==> config.mk <==
export PLATFORM = sky130hd
export DESIGN_NAME = digit_entry_buffer
export DESIGN_NICKNAME = d
export VERILOG_FILES = /design/src/rtl/digit_entry_pkg.sv /design/src/rtl/bcd_shift_reg.sv /design/src/rtl/digit_entry_buffer.sv
export SDC_FILE = /design/constraint.sdc
export NUM_CORES = 1
export LEC_CHECK = 0
export CELL_PAD_IN_SITES_DETAIL_PLACEMENT = 1
export CELL_PAD_IN_SITES_GLOBAL_PLACEMENT = 2
export CORE_AREA = 2 2 71 141
export CTS_CLUSTER_SIZE = 12
export DETAILED_ROUTE_END_ITERATION = 10
export DIE_AREA = 0 0 73 143
export PLACE_DENSITY = 0.69
export SYNTH_ARGS = -nofsm -noshare
export SYNTH_HDL_FRONTEND = slang
export SYNTH_SLANG_ARGS = --single-unit
==> constraint.sdc <==
create_clock -name clock -period 2.09 [get_ports clock]
set_clock_uncertainty 0.1 [all_clocks]
set_input_delay 0.418 -clock clock [delete_from_list [all_inputs] [get_ports clock]]
set_output_delay 0.418 -clock clock [all_outputs]
set_load 0.1 [all_outputs]
==> src/rtl/digit_entry_pkg.sv <==
// Shared key codes, state encoding and helpers for the keypad digit-entry buffer.
package digit_entry_pkg;

  localparam logic [3:0] KEY_BKSP  = 4'hA;
  localparam logic [3:0] KEY_CLR   = 4'hB;
  localparam logic [3:0] KEY_ENTER = 4'hE;
  localparam logic [3:0] KEY_SIGN  = 4'hF;

  typedef enum logic [1:0] {
    ST_EMPTY  = 2'd0,
    ST_ENTRY  = 2'd1,
    ST_FULL   = 2'd2,
    ST_COMMIT = 2'd3
  } state_t;

  // Key codes 0-9 are decimal digits; everything above is a command or unused.
  function automatic logic is_digit(input logic [3:0] k);
    return (k <= 4'd9);
  endfunction

endpackage

==> src/rtl/bcd_shift_reg.sv <==
// Packed BCD nibble register. New digits enter at nibble 0 and push older ones up;
// shr drops the newest digit and zero-fills from the top. The caller guarantees
// shl_in is only issued below capacity and shr only when count is non-zero.
module bcd_shift_reg #(
  parameter int NUM_DIGITS = 5,
  localparam int CNT_W = $clog2(NUM_DIGITS + 1),
  localparam int W     = 4 * NUM_DIGITS
) (
  input  logic             clock,
  input  logic             reset,
  input  logic             clr,
  input  logic             shl_in,
  input  logic             shr,
  input  logic [3:0]       digit,
  output logic [W-1:0]     value,
  output logic [CNT_W-1:0] count
);

  // Clear has priority; shift-in and shift-right are never requested together.
  always_ff @(posedge clock or posedge reset) begin
    if (reset) begin
      value <= '0;
      count <= '0;
    end else if (clr) begin
      value <= '0;
      count <= '0;
    end else if (shl_in) begin
      value <= {value[W-5:0], digit};
      count <= count + 1'b1;
    end else if (shr) begin
      value <= {4'h0, value[W-1:4]};
      count <= count - 1'b1;
    end
  end

endmodule

==> src/rtl/digit_entry_buffer.sv <==
// Keypad digit-entry buffer: builds a signed BCD number one key at a time and
// hands it downstream over a valid/ready commit port.
//
//   state     | meaning
//   ----------+----------------------------------------------------
//   ST_EMPTY  | no digits held, sign forced positive
//   ST_ENTRY  | 0 < count < NUM_DIGITS, digits/sign editable
//   ST_FULL   | count == NUM_DIGITS, further digits ignored
//   ST_COMMIT | committed number held until downstream takes it
module digit_entry_buffer
  import digit_entry_pkg::*;
#(
  parameter int NUM_DIGITS      = 5,
  parameter bit ALLOW_LEAD_ZERO = 1'b0,
  localparam int CNT_W = $clog2(NUM_DIGITS + 1)
) (
  input  logic                    clock,
  input  logic                    reset,
  input  logic [3:0]              key,
  input  logic                    key_valid,
  output logic                    key_ready,
  output logic [4*NUM_DIGITS-1:0] display,
  output logic [CNT_W-1:0]        count,
  output logic                    neg,
  output logic                    full,
  output logic                    commit_valid,
  input  logic                    commit_ready,
  output logic [4*NUM_DIGITS-1:0] commit_value,
  output logic                    commit_neg
);

  localparam logic [CNT_W-1:0] CNT_FULL = CNT_W'(NUM_DIGITS);
  localparam logic [CNT_W-1:0] CNT_LAST = CNT_W'(NUM_DIGITS - 1);
  localparam logic [CNT_W-1:0] CNT_ONE  = CNT_W'(1);

  state_t state_q, state_d;
  logic   neg_q, neg_d;
  logic   key_fire;
  logic   shl_in, shr, clr, commit_load;

  bcd_shift_reg #(.NUM_DIGITS(NUM_DIGITS)) u_digits (
    .clock  (clock),
    .reset  (reset),
    .clr    (clr),
    .shl_in (shl_in),
    .shr    (shr),
    .digit  (key),
    .value  (display),
    .count  (count)
  );

  assign key_ready    = (state_q != ST_COMMIT);
  assign key_fire     = key_valid && key_ready;
  assign commit_valid = (state_q == ST_COMMIT);
  assign full         = (count == CNT_FULL);
  assign neg          = neg_q;

  // State, sign and committed-number registers.
  always_ff @(posedge clock or posedge reset) begin
    if (reset) begin
      state_q      <= ST_EMPTY;
      neg_q        <= 1'b0;
      commit_value <= '0;
      commit_neg   <= 1'b0;
    end else begin
      state_q <= state_d;
      neg_q   <= neg_d;
      if (commit_load) begin
        commit_value <= display;
        commit_neg   <= neg_q;
      end
    end
  end

  // Key decode: next state plus shift-register and commit controls.
  always_comb begin
    state_d     = state_q;
    neg_d       = neg_q;
    shl_in      = 1'b0;
    shr         = 1'b0;
    clr         = 1'b0;
    commit_load = 1'b0;
    unique case (state_q)
      ST_EMPTY: begin
        // Only a digit can leave EMPTY; a leading zero is dropped unless allowed.
        if (key_fire && is_digit(key) && ((key != 4'd0) || ALLOW_LEAD_ZERO)) begin
          shl_in  = 1'b1;
          state_d = ST_ENTRY;
        end
      end
      ST_ENTRY, ST_FULL: begin
        if (key_fire) begin
          if (is_digit(key)) begin
            if (state_q == ST_ENTRY) begin
              shl_in = 1'b1;
              if (count == CNT_LAST) state_d = ST_FULL;
            end
          end else begin
            case (key)
              KEY_BKSP: begin
                shr = 1'b1;
                if (count == CNT_ONE) begin
                  state_d = ST_EMPTY;
                  neg_d   = 1'b0;
                end else begin
                  state_d = ST_ENTRY;
                end
              end
              KEY_CLR: begin
                clr     = 1'b1;
                neg_d   = 1'b0;
                state_d = ST_EMPTY;
              end
              KEY_SIGN: neg_d = ~neg_q;
              KEY_ENTER: begin
                commit_load = 1'b1;
                clr         = 1'b1;
                neg_d       = 1'b0;
                state_d     = ST_COMMIT;
              end
              default: ;
            endcase
          end
        end
      end
      ST_COMMIT: begin
        if (commit_ready) state_d = ST_EMPTY;
      end
      default: state_d = ST_EMPTY;
    endcase
  end

endmodule

==> out/summary.txt, run 1 <==
Status: complete, but fails checks
Failing checks: setup timing
CTS Buffer Depth: 2
Vias per cell: 4.97
Netlist cell types: 42
CTS tree: done
Synth Warn #: 0
Mapped Cells: 195
Port-buffer cells: 55
Initial antenna violation count: 0
Gpl congestion: 0.752
Synthesized Nets: 211
Drt wl/cell: 19.3 um
First-pass GRT wire length: 11.7 mm
Commonest cells post-synth: 47 x dfrtp_1, 24 x nand2_1, 22 x mux2_2
# setup viols final: 20
Fraction of layout cells with a size suffix above 1: 0.488
Remaining DRCs: 0
Slew HR: 0.791
Avg Inst Size Synth: 11.8 um^2
# diodes: 0
Post-synth top area share: 0.512
Core footprint: 0.00932 mm^2
Hold WC Path Type: in -> async
Mapped Area: 0.00230 mm^2
I/O pin cnt: 56
Post-synth EDFFs: 0
Post-route setup slack: -0.0372 ns
Final wirelength: 7.49 mm
Die area: 0.0104 mm^2
Largest area contributor in the synthesized netlist: dfrtp_1
Hold slack final: 0.374 ns
Die H: 143 um
GR Overflow Total: 0
Critical path peak fanout: 5
Final Max Slew Viols: 0
Post-route ant nets: 0
Dpl hpwl: 5.20 mm
Max-cap check violation count: 0
Fmax: 470 MHz
Htree depth: 2
WS Path Type: reg -> reg
CP endpoint kind: flop
CP required: 2.16 ns
Starting Density: 0.247
Largest net degree at the start of global routing: 48
Yosys reg bits: 47
Clock latency on the worst-skew pair: 0.29 ns
Setup TNS: -0.440 ns
CTS Sinks: 47
Finished Layout Cells: 387
Ys async rst share: 1.00
Initial drt markers: 60
Clock root buffer: clkbuf_16
Worst Max-Slew Pin Slew: 0.313 ns
Worst-path clk slew: 0.06 ns
Sequential-to-total area share from yosys stat: 0.512
Final #Nets: 298
TritonCTS Buffers: 5
Die Wd: 73 um
P&R area growth vs syn: 66.7%
Worst R2R Setup Slack: -0.04 ns
Area contributors post-synth: dfrtp_1 51%, mux2_2 11%, o32ai_1 5.0%
Placement row count: 50
Worst Setup Start Kind: flop
Min Clock Period, post-route: 2.13 ns
Period utilisation layout: 1.02
Vias in the first global route: 2,168
Final Hold Fails: 0
Top-count cell post-synth: dfrtp_1
First drt pass iteration count: 4
RSZ-0062 raised after global routing: yes
Placed insts: 370
Worst EP arrival: 2.20 ns
Vias: 1,923
GRT Overall Usage: 0.148
Post-synth top flop: dfrtp_1
[critical path: stages, from the launching register on]
cell and delay, ns:
dfrtp_1 0.41, buf_6 0.13, ha_4 0.16, nand3b_1 0.27
nor4_4 0.31, buf_6 0.17, buf_6 0.13, mux2_2 0.33
[per-stage QoR]
stage | utilization | setup WS, ns | area (um^2)
finish | 0.411 | -0.0372 | 3830
global route | 0.411 | -0.100 | 3830
CTS | 0.392 | -0.0623 | 3650
detailed placement | 0.367 | -0.259 | 3420
global placement | 0.367 | -0.249 | 3420
floorplan | - | -0.0351 | 2330
[state kept, by name (all words and copies together) (netlist names)]
| name | flops |
|---|---|
| u_digits.value | 20 |
| commit_neg | 1 |
| u_digits.count | 3 |
| neg | 1 |
| state_q | 2 |
| commit_value | 20 |
[routing by layer]
layer  vias up  routed length [um]  global-route usage  part of all wire
li1        890                   -                   -                 -
met3        13                 261              0.0346             0.035
met4         0                 211              0.0682             0.028
met1       979                2670               0.154              0.36
met2        41                4340               0.269              0.58
met5         -                   0                   0                 0
[cell families after synthesis]
kind of cell             synth area share
AO/OA/AOI/OAI                       0.166
XOR/XNOR                          0.00381
adder cells (fa/ha/maj)            0.0479
buffers and inverters              0.0468
flip-flops                          0.512
multiplexers                        0.125
AND/OR/NAND/NOR                    0.0985
[cell usage in the layout (no fill, tap or decap), types with 2 or more instances in the layout]
master	instances
a221oi_2	3
buf_12	31
inv_1	6
buf_6	5
o21ai_1	2
clkbuf_16	7
dfrtp_1	45
ha_1	6
mux2_2	5
ha_4	2
inv_2	3
a32o_1	4
o22ai_1	2
nor2_1	4
buf_4	43
dfrtp_2	2
mux2_4	17
nand2_1	24
buf_8	3
a21oi_1	15
clkdlybuf4s50_1	7
o32ai_2	2
mux2i_1	4
o32ai_1	11
nand2b_1	2
[final cells by class]
type                       instances  area (um^2)
inverter                          10         41.3
clock buffer                       6          139
sequential                        47         1180
fill                             963         5490
clock inverter                     2         35.0
timing repair buffer              91         1160
multi-input combinational        127         1140
tap                              104          130
[repair_timing]
item                                    CTS  global route
pin swaps                                 0             9
gates cloned                              1             3
endpoints found under the setup margin   27            46
resized for setup                         6            37
hold buffers                              0             0
setup buffers                             5             2
[worst paths after layout]
kind / start / endpoint / depth (start not counted)
worst min register to register: commit_value[8]$_DFFE_PP0P_ / commit_value[8]$_DFFE_PP0P_ / 1
max in group asynchronous: reset / u_digits.count[1]$_DFFE_PP0P_ / 3
min in group clock: commit_value[8]$_DFFE_PP0P_ / commit_value[8]$_DFFE_PP0P_ / 1
worst max-delay path: state_q[0]$_DFFE_PP0P_ / commit_value[19]$_DFFE_PP0P_ / 7
worst min-delay path: reset / commit_value[7]$_DFFE_PP0P_ / 3
worst max register to register: state_q[0]$_DFFE_PP0P_ / commit_value[19]$_DFFE_PP0P_ / 7
Power of run 1 is not shown: default switching activity piles up to over one toggle a cycle in this logic, so the estimate is an artifact.
==> run 2: changes to the inputs <==
--- a/config.mk
+++ b/config.mk
@@ -7,2 +7,3 @@
 export LEC_CHECK = 0
+export CAP_MARGIN = 30
 export CELL_PAD_IN_SITES_DETAIL_PLACEMENT = 1
==> constraint.sdc (replaced) <==
create_clock -name clock -period 2.09 [get_ports clock]
set_clock_uncertainty 0.1 [all_clocks]
set_input_delay 0.3135 -clock clock [delete_from_list [all_inputs] [get_ports clock]]
set_output_delay 0.3135 -clock clock [all_outputs]
set_load 0.1 [all_outputs]
==> out/summary.txt, run 2 (synthesis results as in run 1) <==
CP endpoint kind: flop
Die Wd: 73 um
First-pass GRT wire length: 11.0 mm
Die area: 0.0104 mm^2
Core footprint: 0.00932 mm^2
Vias per cell: 5.05
I/O pin cnt: 56
Hold Buf Count CTS: 0
First drt pass iteration count: 4
CP required: 2.17 ns
RSZ-0062 raised after global routing: yes
Period utilisation layout: 1.03
Slew HR: 0.795
Gpl congestion: 0.750
Hold WC Path Type: in -> async
Final Hold Fails: 0
TritonCTS Buffers: 5
Dpl hpwl: 5.20 mm
Hold slack final: 0.278 ns
Initial antenna violation count: 0
Finished Layout Cells: 381
Worst R2R Setup Slack: -0.06 ns
Worst Max-Slew Pin Slew: 0.307 ns
Largest net degree at the start of global routing: 48
Remaining DRCs: 0
Post-route setup slack: -0.0607 ns
Fraction of layout cells with a size suffix above 1: 0.466
Top Registers: commit_value: 20 flops, u_digits.value: 20 flops, u_digits.count: 3 flops
Final #Nets: 292
Final wirelength: 7.21 mm
Final Max Slew Viols: 0
CTS Sinks: 47
CTS tree: done
Worst-path clk slew: 0.07 ns
Worst Setup Start Kind: flop
Commonest non-fill, non-tap cells in the layout: 64 x buf_4, 45 x dfrtp_1, 24 x nand2_1
Port-buffer cells: 55
GRT Overall Usage: 0.140
Fmax: 465 MHz
Vias in the first global route: 2,058
FF-to-FF path depth: 7
Placed insts: 367
Worst EP arrival: 2.23 ns
Setup TNS: -0.750 ns
# diodes: 0
Initial drt markers: 62
Commonest non-fill, non-tap cell in the layout: buf_4
Min Clock Period, post-route: 2.15 ns
Clock root buffer: clkbuf_16
Htree depth: 2
Starting Density: 0.247
Post-route ant nets: 0
Failing checks: setup timing
Clock latency on the worst-skew pair: 0.30 ns
Vias: 1,924
Placement row count: 50
P&R area growth vs syn: 50.3%
GR Overflow Total: 0
CTS Buffer Depth: 2
Status: complete, but fails checks
# setup viols final: 16
Critical path peak fanout: 5
Die H: 143 um
Max-cap check violation count: 0
Drt wl/cell: 18.9 um
WS Path Type: reg -> reg
run 2: cell count changes in the layout (fill, tap and decap cells not counted), sizes merged:
cell      delta
bufinv       +1
clkinvlp     +1
clkbuf       -2
buf          -5
clkinv       -1
run 2: final cells by class:
cell class                      count  area, um^2
Inverter                           10        41.3
Sequential cell                    47        1180
Tap cell                          104         130
Fill cell                        1030        5870
Multi-Input combinational cell    127        1120
Clock inverter                      3        67.6
Clock buffer                        5         125
Timing Repair Buffer               85         796
run 2: path summary, 6_finish.rpt:
kind | from | end
worst max register to register | state_q[0]$_DFFE_PP0P_ | commit_value[0]$_DFFE_PP0P_
min in group clock | commit_value[8]$_DFFE_PP0P_ | commit_value[8]$_DFFE_PP0P_
worst min-delay path | reset | commit_value[7]$_DFFE_PP0P_
max in group asynchronous | reset | u_digits.count[0]$_DFFE_PP0P_
worst min register to register | commit_value[8]$_DFFE_PP0P_ | commit_value[8]$_DFFE_PP0P_
worst max-delay path | state_q[0]$_DFFE_PP0P_ | commit_value[0]$_DFFE_PP0P_
run 2: worst max-delay path, stage by stage, from the launching register on:
cell	delay (ns)
dfrtp_1	0.40
buf_6	0.13
ha_4	0.16
nand3b_1	0.26
nor4_4	0.34
buf_6	0.18
clkbuf_16	0.16
mux2_4	0.30
run 2: metal layers:
metal	global-route usage	up-vias	wire length, um
li1	-	874	-
met1	0.149	1003	2660
met2	0.263	37	4220
met3	0.0198	10	179
met4	0.0595	0	151
met5	0	-	0
run 2: stage by stage:
stage / instance area, um^2 / util / setup WS, ns
after floorplan: 2330 / - / -0.0351
after global placement: 3100 / 0.332 / -0.159
after detailed placement: 3100 / 0.332 / -0.174
after CTS: 3340 / 0.358 / -0.0474
after global routing: 3450 / 0.371 / -0.160
final: 3450 / 0.371 / -0.0607
run 2: what timing repair did:
action                     4_1_cts  5_1_grt
pin swaps                        0        6
setup buffers                    3        2
setup endpoints to repair       26       39
cloned                           1        1
gates resized for setup          6       23
Power of run 2 is left out for the same reason.
==> run 3: changes to the inputs <==
- CELL_PAD_IN_SITES_DETAIL_PLACEMENT: 1 -> 0
- CELL_PAD_IN_SITES_GLOBAL_PLACEMENT: 2 -> 1
- PLACE_DENSITY: 0.69 -> 0.6
==> out/summary.txt, run 3 (synthesis results as in run 1) <==
Largest net degree at the start of global routing: 48
Final #Nets: 295
First-pass GRT wire length: 10.4 mm
Fraction of layout cells with a size suffix above 1: 0.471
P&R area growth vs syn: 49.3%
CP required: 2.16 ns
Period utilisation layout: 0.970
Reg-to-reg startpoint: state_q[1]$_DFFE_PP0P_
Status: finished clean
Htree depth: 2
Dpl ws: -0.171 ns
CTS Buffer Depth: 2
# diodes: 0
TritonCTS Buffers: 5
Critical path peak fanout: 11
Remaining DRCs: 0
Initial drt markers: 76
Hold WC Path Type: in -> async
Commonest non-fill, non-tap cell in the layout: buf_4
RR Endpoint: commit_value[1]$_DFFE_PP0P_
GR Overflow Total: 0
Die Wd: 73 um
CTS Sinks: 47
FF-to-FF path depth: 7
Dpl hpwl: 4.73 mm
Vias per cell: 4.92
Vias in the first global route: 1,959
Post-route setup slack: 0.0631 ns
Post-route ant nets: 0
Gpl congestion: 0.746
Worst Max-Slew Pin Slew: 0.334 ns
Top Registers: commit_value: 20 flops, u_digits.value: 20 flops, u_digits.count: 3 flops
Worst Setup Start Kind: flop
Port-buffer cells: 55
Commonest non-fill, non-tap cells in the layout: 70 x buf_4, 44 x dfrtp_1, 24 x nand2_1
Fmax: 493 MHz
Placed insts: 370
Finished Layout Cells: 384
Worst R2R Setup Slack: 0.06 ns
# setup viols final: 0
Vias: 1,891
Slew HR: 0.776
Max-cap check violation count: 0
Crit path launch: state_q[1]$_DFFE_PP0P_
Min Clock Period, post-route: 2.03 ns
Final Max Slew Viols: 0
Drt wl/cell: 17.9 um
Clock latency on the worst-skew pair: 0.29 ns
Final Hold Fails: 0
Clock root buffer: clkbuf_16
RSZ-0062 raised after global routing: yes
Starting Density: 0.247
First drt pass iteration count: 4
Die H: 143 um
Worst EP arrival: 2.10 ns
Hold Buf Count CTS: 0
Initial antenna violation count: 0
Area taken by flip-flops and latches: 0.00118 mm^2
CTS tree: done
Die area: 0.0104 mm^2
I/O pin cnt: 56
Fill cell count: 939
Core footprint: 0.00932 mm^2
CP endpoint kind: flop
Final wirelength: 6.89 mm
GRT Overall Usage: 0.133
Placement row count: 50
Area taken by multi-input logic gates: 0.00111 mm^2
WS Path Type: reg -> reg
Worst-path clk slew: 0.07 ns
run 3: final cells by class:
| type | count | share of cell area |
|---|---|---|
| Clock buffer | 6 | 0.0405 |
| Inverter | 10 | 0.0120 |
| Clock inverter | 2 | 0.00474 |
| Multi-Input combinational cell | 127 | 0.323 |
| Tap cell | 104 | 0.0379 |
| Sequential cell | 47 | 0.344 |
| Timing Repair Buffer | 88 | 0.238 |
run 3: routing by layer:
layer  part of all wire  GRT usage  wire [um]  vias to the layer above
met5                  0          0          0                        -
met3              0.025     0.0169        170                        8
met2               0.57      0.251       3930                       41
met1               0.38      0.140       2650                      957
met4              0.020     0.0585        138                        0
li1                   -          -          -                      885
run 3: worst max path at each step:
stage,end,depth (start not counted)
after floorplan,commit_value[4]$_DFFE_PP0P_,5
after global placement,state_q[0]$_DFFE_PP0P_,8
after detailed placement,u_digits.count[1]$_DFFE_PP0P_,5
after CTS,commit_value[1]$_DFFE_PP0P_,6
after global routing,commit_value[18]$_DFFE_PP0P_,7
final,commit_value[1]$_DFFE_PP0P_,7
run 3: what timing repair did:
item / CTS / global route
endpoints found under the hold margin: 0 / 0
cloned: 0 / 2
buffers inserted: 2 / 2
setup endpoints to repair: 25 / 27
resized for setup: 4 / 15
pin swaps: 0 / 2
run 3: worst max-delay path, stage by stage, from the launching register on:
cell and delay, ns:
dfrtp_1 0.40, inv_2 0.07, ha_4 0.27, nand3b_1 0.20
nor4_4 0.21, buf_4 0.17, buf_12 0.14, mux2_2 0.34
run 3: per-stage QoR:
step	hold WS, ns	area (um^2)	setup TNS [ns]	util
floorplan	0.380	2330	-0.701	-
finish	0.286	3430	0	0.368
global placement	0.391	3140	-4.78	0.337
detailed placement	0.398	3140	-5.39	0.337
CTS	0.300	3330	0	0.357
global route	0.334	3430	-0.634	0.368
Power of run 3 is left out for the same reason.
